**config.mk**
```make
export PLATFORM = sky130hd
export DESIGN_NAME = char_sequencer
export DESIGN_NICKNAME = d
export VERILOG_FILES = /design/src/rtl/char_sequencer.sv
export SDC_FILE = /design/constraint.sdc
export NUM_CORES = 1
export LEC_CHECK = 0
export ABC_AREA = 1
export CORE_MARGIN = 3
export CORE_UTILIZATION = 60
export CTS_BUF_LIST = sky130_fd_sc_hd__clkbuf_8 sky130_fd_sc_hd__clkbuf_16
export DETAILED_ROUTE_END_ITERATION = 10
export GPL_TIMING_DRIVEN = 0
export PLACE_DENSITY = 0.79
export SYNTH_ARGS = -nofsm -noshare
export SYNTH_HDL_FRONTEND = slang
export SYNTH_SLANG_ARGS = --single-unit
```
**constraint.sdc**
```tcl
create_clock -name i_Clk -period 2.5 [get_ports i_Clk]
set_input_delay 0.75 -clock i_Clk [delete_from_list [all_inputs] [get_ports i_Clk]]
set_output_delay 0.75 -clock i_Clk [all_outputs]
set_load 0.02 [all_outputs]
```
**src/rtl/char_sequencer.sv**
```systemverilog
// Debounces a step and a mode button, then walks a fixed ASCII message either
// on each step press or on a free-running scroll timer, feeding the 7-seg decoder.
module char_sequencer #(
  parameter int                   DEBOUNCE_CYCLES = 250000,
  parameter int                   SCROLL_CYCLES   = 12500000,
  parameter int                   MSG_LEN         = 8,
  parameter logic [8*MSG_LEN-1:0] MSG             = "GO-BOARD"
) (
  input  logic       i_Clk,
  input  logic       i_Rst_L,
  input  logic       i_Switch_1,
  input  logic       i_Switch_2,
  output logic [7:0] o_Char,
  output logic [3:0] o_Index,
  output logic       o_Auto
);

  localparam int DB_W = (DEBOUNCE_CYCLES > 1) ? $clog2(DEBOUNCE_CYCLES) : 1;
  localparam int SC_W = (SCROLL_CYCLES > 1) ? $clog2(SCROLL_CYCLES) : 1;
  localparam logic [DB_W-1:0] DB_LAST  = DB_W'(DEBOUNCE_CYCLES - 1);
  localparam logic [SC_W-1:0] SC_LAST  = SC_W'(SCROLL_CYCLES - 1);
  localparam logic [3:0]      IDX_LAST = 4'(MSG_LEN - 1);

  typedef enum logic {
    MANUAL = 1'b0,
    AUTO   = 1'b1
  } mode_e;

  // Bit 0 is the step button, bit 1 is the mode button throughout.
  logic [1:0]            swMeta_q, swSync_q;
  logic [1:0]            swDb_q, swDb_d;
  logic [1:0]            swPress_q, swPress_d;
  logic [1:0][DB_W-1:0]  dbCnt_q, dbCnt_d;
  mode_e                 mode_q, mode_d;
  logic [SC_W-1:0]       scroll_q, scroll_d;
  logic [3:0]            index_q, index_d;
  logic [7:0]            char_q, char_d;
  logic                  expire, advance;

  always_ff @(posedge i_Clk or negedge i_Rst_L) begin
    if (!i_Rst_L) begin
      swMeta_q  <= '0;
      swSync_q  <= '0;
      swDb_q    <= '0;
      swPress_q <= '0;
      dbCnt_q   <= '0;
      mode_q    <= MANUAL;
      scroll_q  <= '0;
      index_q   <= '0;
      char_q    <= 8'h20;
    end else begin
      swMeta_q  <= {i_Switch_2, i_Switch_1};
      swSync_q  <= swMeta_q;
      swDb_q    <= swDb_d;
      swPress_q <= swPress_d;
      dbCnt_q   <= dbCnt_d;
      mode_q    <= mode_d;
      scroll_q  <= scroll_d;
      index_q   <= index_d;
      char_q    <= char_d;
    end
  end

  // A level is accepted only after it has differed for DEBOUNCE_CYCLES straight
  // cycles; the press strobe fires on the edge where a 0->1 level is accepted.
  always_comb begin
    swDb_d    = swDb_q;
    swPress_d = '0;
    dbCnt_d   = '0;
    for (int s = 0; s < 2; s++) begin
      if (swSync_q[s] != swDb_q[s]) begin
        if (dbCnt_q[s] == DB_LAST) begin
          swDb_d[s]    = swSync_q[s];
          swPress_d[s] = swSync_q[s];
        end else begin
          dbCnt_d[s] = dbCnt_q[s] + DB_W'(1);
        end
      end
    end
  end

  always_comb begin
    mode_d = mode_q;
    if (swPress_q[1]) begin
      mode_d = (mode_q == MANUAL) ? AUTO : MANUAL;
    end

    expire  = (mode_q == AUTO) && (scroll_q == SC_LAST);
    advance = swPress_q[0] || expire;

    index_d = index_q;
    if (advance) begin
      index_d = (index_q == IDX_LAST) ? 4'd0 : index_q + 4'd1;
    end

    // Any advance restarts the full period; entering AUTO starts from zero.
    scroll_d = scroll_q + SC_W'(1);
    if (mode_d == MANUAL || mode_q == MANUAL || advance) begin
      scroll_d = '0;
    end

    char_d = 8'h20;
    for (int k = 0; k < MSG_LEN; k++) begin
      if (index_q == 4'(k)) begin
        char_d = MSG[8*(MSG_LEN-1-k) +: 8];
      end
    end
  end

  assign o_Char  = char_q;
  assign o_Index = index_q;
  assign o_Auto  = (mode_q == AUTO);

endmodule

```
==> results.sh <==
export IMPL_status="completed"
export IMPL_whs_ns=0.325
export IMPL_n_fill_cell=578
export IMPL_r2r_slack_ns=0.70
export IMPL_layout_min_cycle_time_ns=2.23
export IMPL_synth_area_mm2=0.00428
export IMPL_synth_cells=578
export IMPL_crit_required_ns=1.75
export IMPL_drtIter0Drc=204
export IMPL_final_common_cell="nor2_1"
export IMPL_fp_dieW_um=90.4
export IMPL_crit_chain="clkdlybuf4s50_1"
export IMPL_endpoint="o_Char[5]"
export IMPL_portBuffers=15
export IMPL_synth_avg_cell_area_um2=7.40
export IMPL_tritoncts="yes"
export IMPL_die_h_um=90.4
export IMPL_multiInputGateArea_mm2=0.00196
export IMPL_cts_resized_gates=0
export IMPL_syn_to_final_growth_pct=12.0
export IMPL_crit_fanout=1
export IMPL_r2r_end="scroll_q[12]"
export IMPL_hold_viol=0
export IMPL_core_area_mm2=0.00687
export IMPL_path_clk_slew_ns=0.09
export IMPL_tns_ns=0
export IMPL_via_count=3578
export IMPL_layout_worst_path_cycle_share=0.890
export IMPL_yosysWarnings=0
export IMPL_die_area_mm2=0.00817
export IMPL_drive_gt1_frac=0.0492
export IMPL_critical_path_buf_inv_count=1
export IMPL_wl_per_cell_um=11.5
export IMPL_hold_path_class="input pin to asynchronous set/reset pin"
export IMPL_timing_final_ws_setup_ns=0.275
export IMPL_clock_path_buffers=2
export IMPL_cts_setup_buffers=0
export IMPL_fin_worst_skew_ns=0.00655
export IMPL_grt_pass1_wl_mm=14.8
export IMPL_worstSkewPairLatency_ns=0.35
export IMPL_synthesis_nets=590
export IMPL_ys_seq_area_frac=0.469
export IMPL_max_vdd_ir_drop_mv=0.339
export IMPL_dp_hpwl_mm=6.02
export IMPL_num_nets_final=617
export IMPL_drtAntennaViolNets=0
export IMPL_routed_wl_mm=8.12
export IMPL_first_global_vias=3444
export IMPL_numCtsBuffers=9
export IMPL_timing_critical_path_from="o_Char[5]"
export IMPL_ys_ff_latch=80
export IMPL_grt_max_degree=52
export IMPL_path_class="flop to output port"
export IMPL_cts_root_buffer="clkbuf_8"
export IMPL_postCtsHoldBufs=0
export IMPL_arrival_ns=1.48
export IMPL_avgViaCountPerCell=5.07
export IMPL_slowest_delay_ns=0.60
export IMPL_grt_use_total=0.216
export IMPL_p_leak_nw=2.11
export IMPL_place_area_mm2=0.00457
export IMPL_crit_family="buffers and inverters"
export IMPL_drc=0
export IMPL_slew_viol_final=0
export IMPL_diodes=0
export IMPL_netlist_cell_type_count=30
export IMPL_gr_total_overflow=0
export IMPL_r2r_start="scroll_q[0]"
export IMPL_start_kind="flop"
export IMPL_core_rowCount=30
export IMPL_final_cell_mix="nor2_1, nand2_1, dfrtp_1, inv_1, nand3_1"
export IMPL_pin_count=17
export IMPL_r2r_cells=9
export IMPL_rsz0062_at_grt="false"
export IMPL_fmax_ghz=0.449
export IMPL_finalSetupViolCount=0
export IMPL_h_tree_depth=3
export IMPL_p_per_area_mw_per_mm2=506
export IMPL_pre_cts_ws_ns=0.648
export IMPL_initial_core_util=0.622
export IMPL_max_cap_viol_count=0
export IMPL_end_kind="output port"
export IMPL_stdcell_area_mm2=0.00479
export IMPL_drtPass1Iterations=7
export IMPL_antenna_found_initial=0
export IMPL_gp_congestion=0.893
export IMPL_critPathSlowestCell="clkdlybuf4s50_1"
export IMPL_cts_sinks=80
export IMPL_final_util=0.697
export IMPL_seq_area_mm2=0.00200
export IMPL_worst_path_stages=1
[report_power, final]
part	leakage [nW]	total (W)	internal (W)	switching, W
Clock	0.115	0.00105	0.000566	0.000484
Combinational	0.912	0.0000624	0.0000177	0.0000447
Sequential	1.08	0.00131	0.00130	0.00000713
[cell families after synthesis]
logic type,count (synthesis),synth area share
xor gates and xnor gates,27,0.0553
buffers and inverters,77,0.0723
adders and majority gates,8,0.0234
and+or+nand+nor,362,0.351
DFF,80,0.469
AOI/OAI and AO/OA,23,0.0290
other,1,0.000877
[flip-flops by register name, summed over array words and instances (netlist names)]
| register | cells |
|---|---|
| dbCnt_q | 36 |
| swMeta_q | 2 |
| scroll_q | 24 |
| o_Char | 7 |
| swDb_q | 2 |
| o_Auto | 1 |
| swPress_q | 2 |
| o_Index | 4 |
| swSync_q | 2 |
[metrics by stage]
stage	cells	power [W]
6_report	706	0.00242
3_3_place_gp	689	0.00140
2_1_floorplan	578	0.00136
4_1_cts	706	0.00245
3_5_place_dp	690	0.00140
5_1_grt	706	0.00253
[cell usage after synthesis, drive strengths merged]
library cell | count | area share
nor2 | 152 | 0.14
nand2 | 137 | 0.12
xnor2 | 10 | 0.020
a21oi | 9 | 0.011
xor2 | 17 | 0.035
nor3b | 1 | 0.0018
dfrtp | 79 | 0.46
conb | 1 | 0.00088
a211oi | 1 | 0.0018
or2 | 1 | 0.0015
nor3 | 18 | 0.021
nand4 | 4 | 0.0059
nand3b | 2 | 0.0035
ha | 8 | 0.023
inv | 73 | 0.064
o21a | 1 | 0.0018
buf | 4 | 0.0082
dfstp | 1 | 0.0061
o21ai | 10 | 0.012
a31oi | 1 | 0.0015
a21boi | 1 | 0.0018
nand3 | 47 | 0.060
[worst min-delay path by stage]
stage                      startpoint           end  cells past startpoint
after global routing          i_Rst_L   scroll_q[8]                      1
after detailed placement  swMeta_q[1]   swSync_q[1]                      0
final                         i_Rst_L  scroll_q[21]                      1
after floorplan           swMeta_q[0]   swSync_q[0]                      0
after global placement    swMeta_q[0]   swSync_q[0]                      0
after CTS                     i_Rst_L   scroll_q[9]                      1
[layer usage]
| layer | share of wire | global-route usage | up-vias |
|---|---|---|---|
| li1 | - | - | 1832 |
| met1 | 0.47 | 0.289 | 1681 |
| met2 | 0.48 | 0.355 | 52 |
| met3 | 0.032 | 0.0383 | 13 |
| met4 | 0.015 | 0.0753 | 0 |
| met5 | 0 | 0 | - |
[layout make-up]
cell class	count	share of cell area
Sequential cell	80	0.418
Buffer	4	0.00731
Tap cell	96	0.0251
Clock inverter	7	0.0199
Timing Repair Buffer	16	0.0366
Multi-Input combinational cell	421	0.410
Inverter	73	0.0572
Clock buffer	9	0.0259
Note: power is estimated with default switching activity, not from simulation.
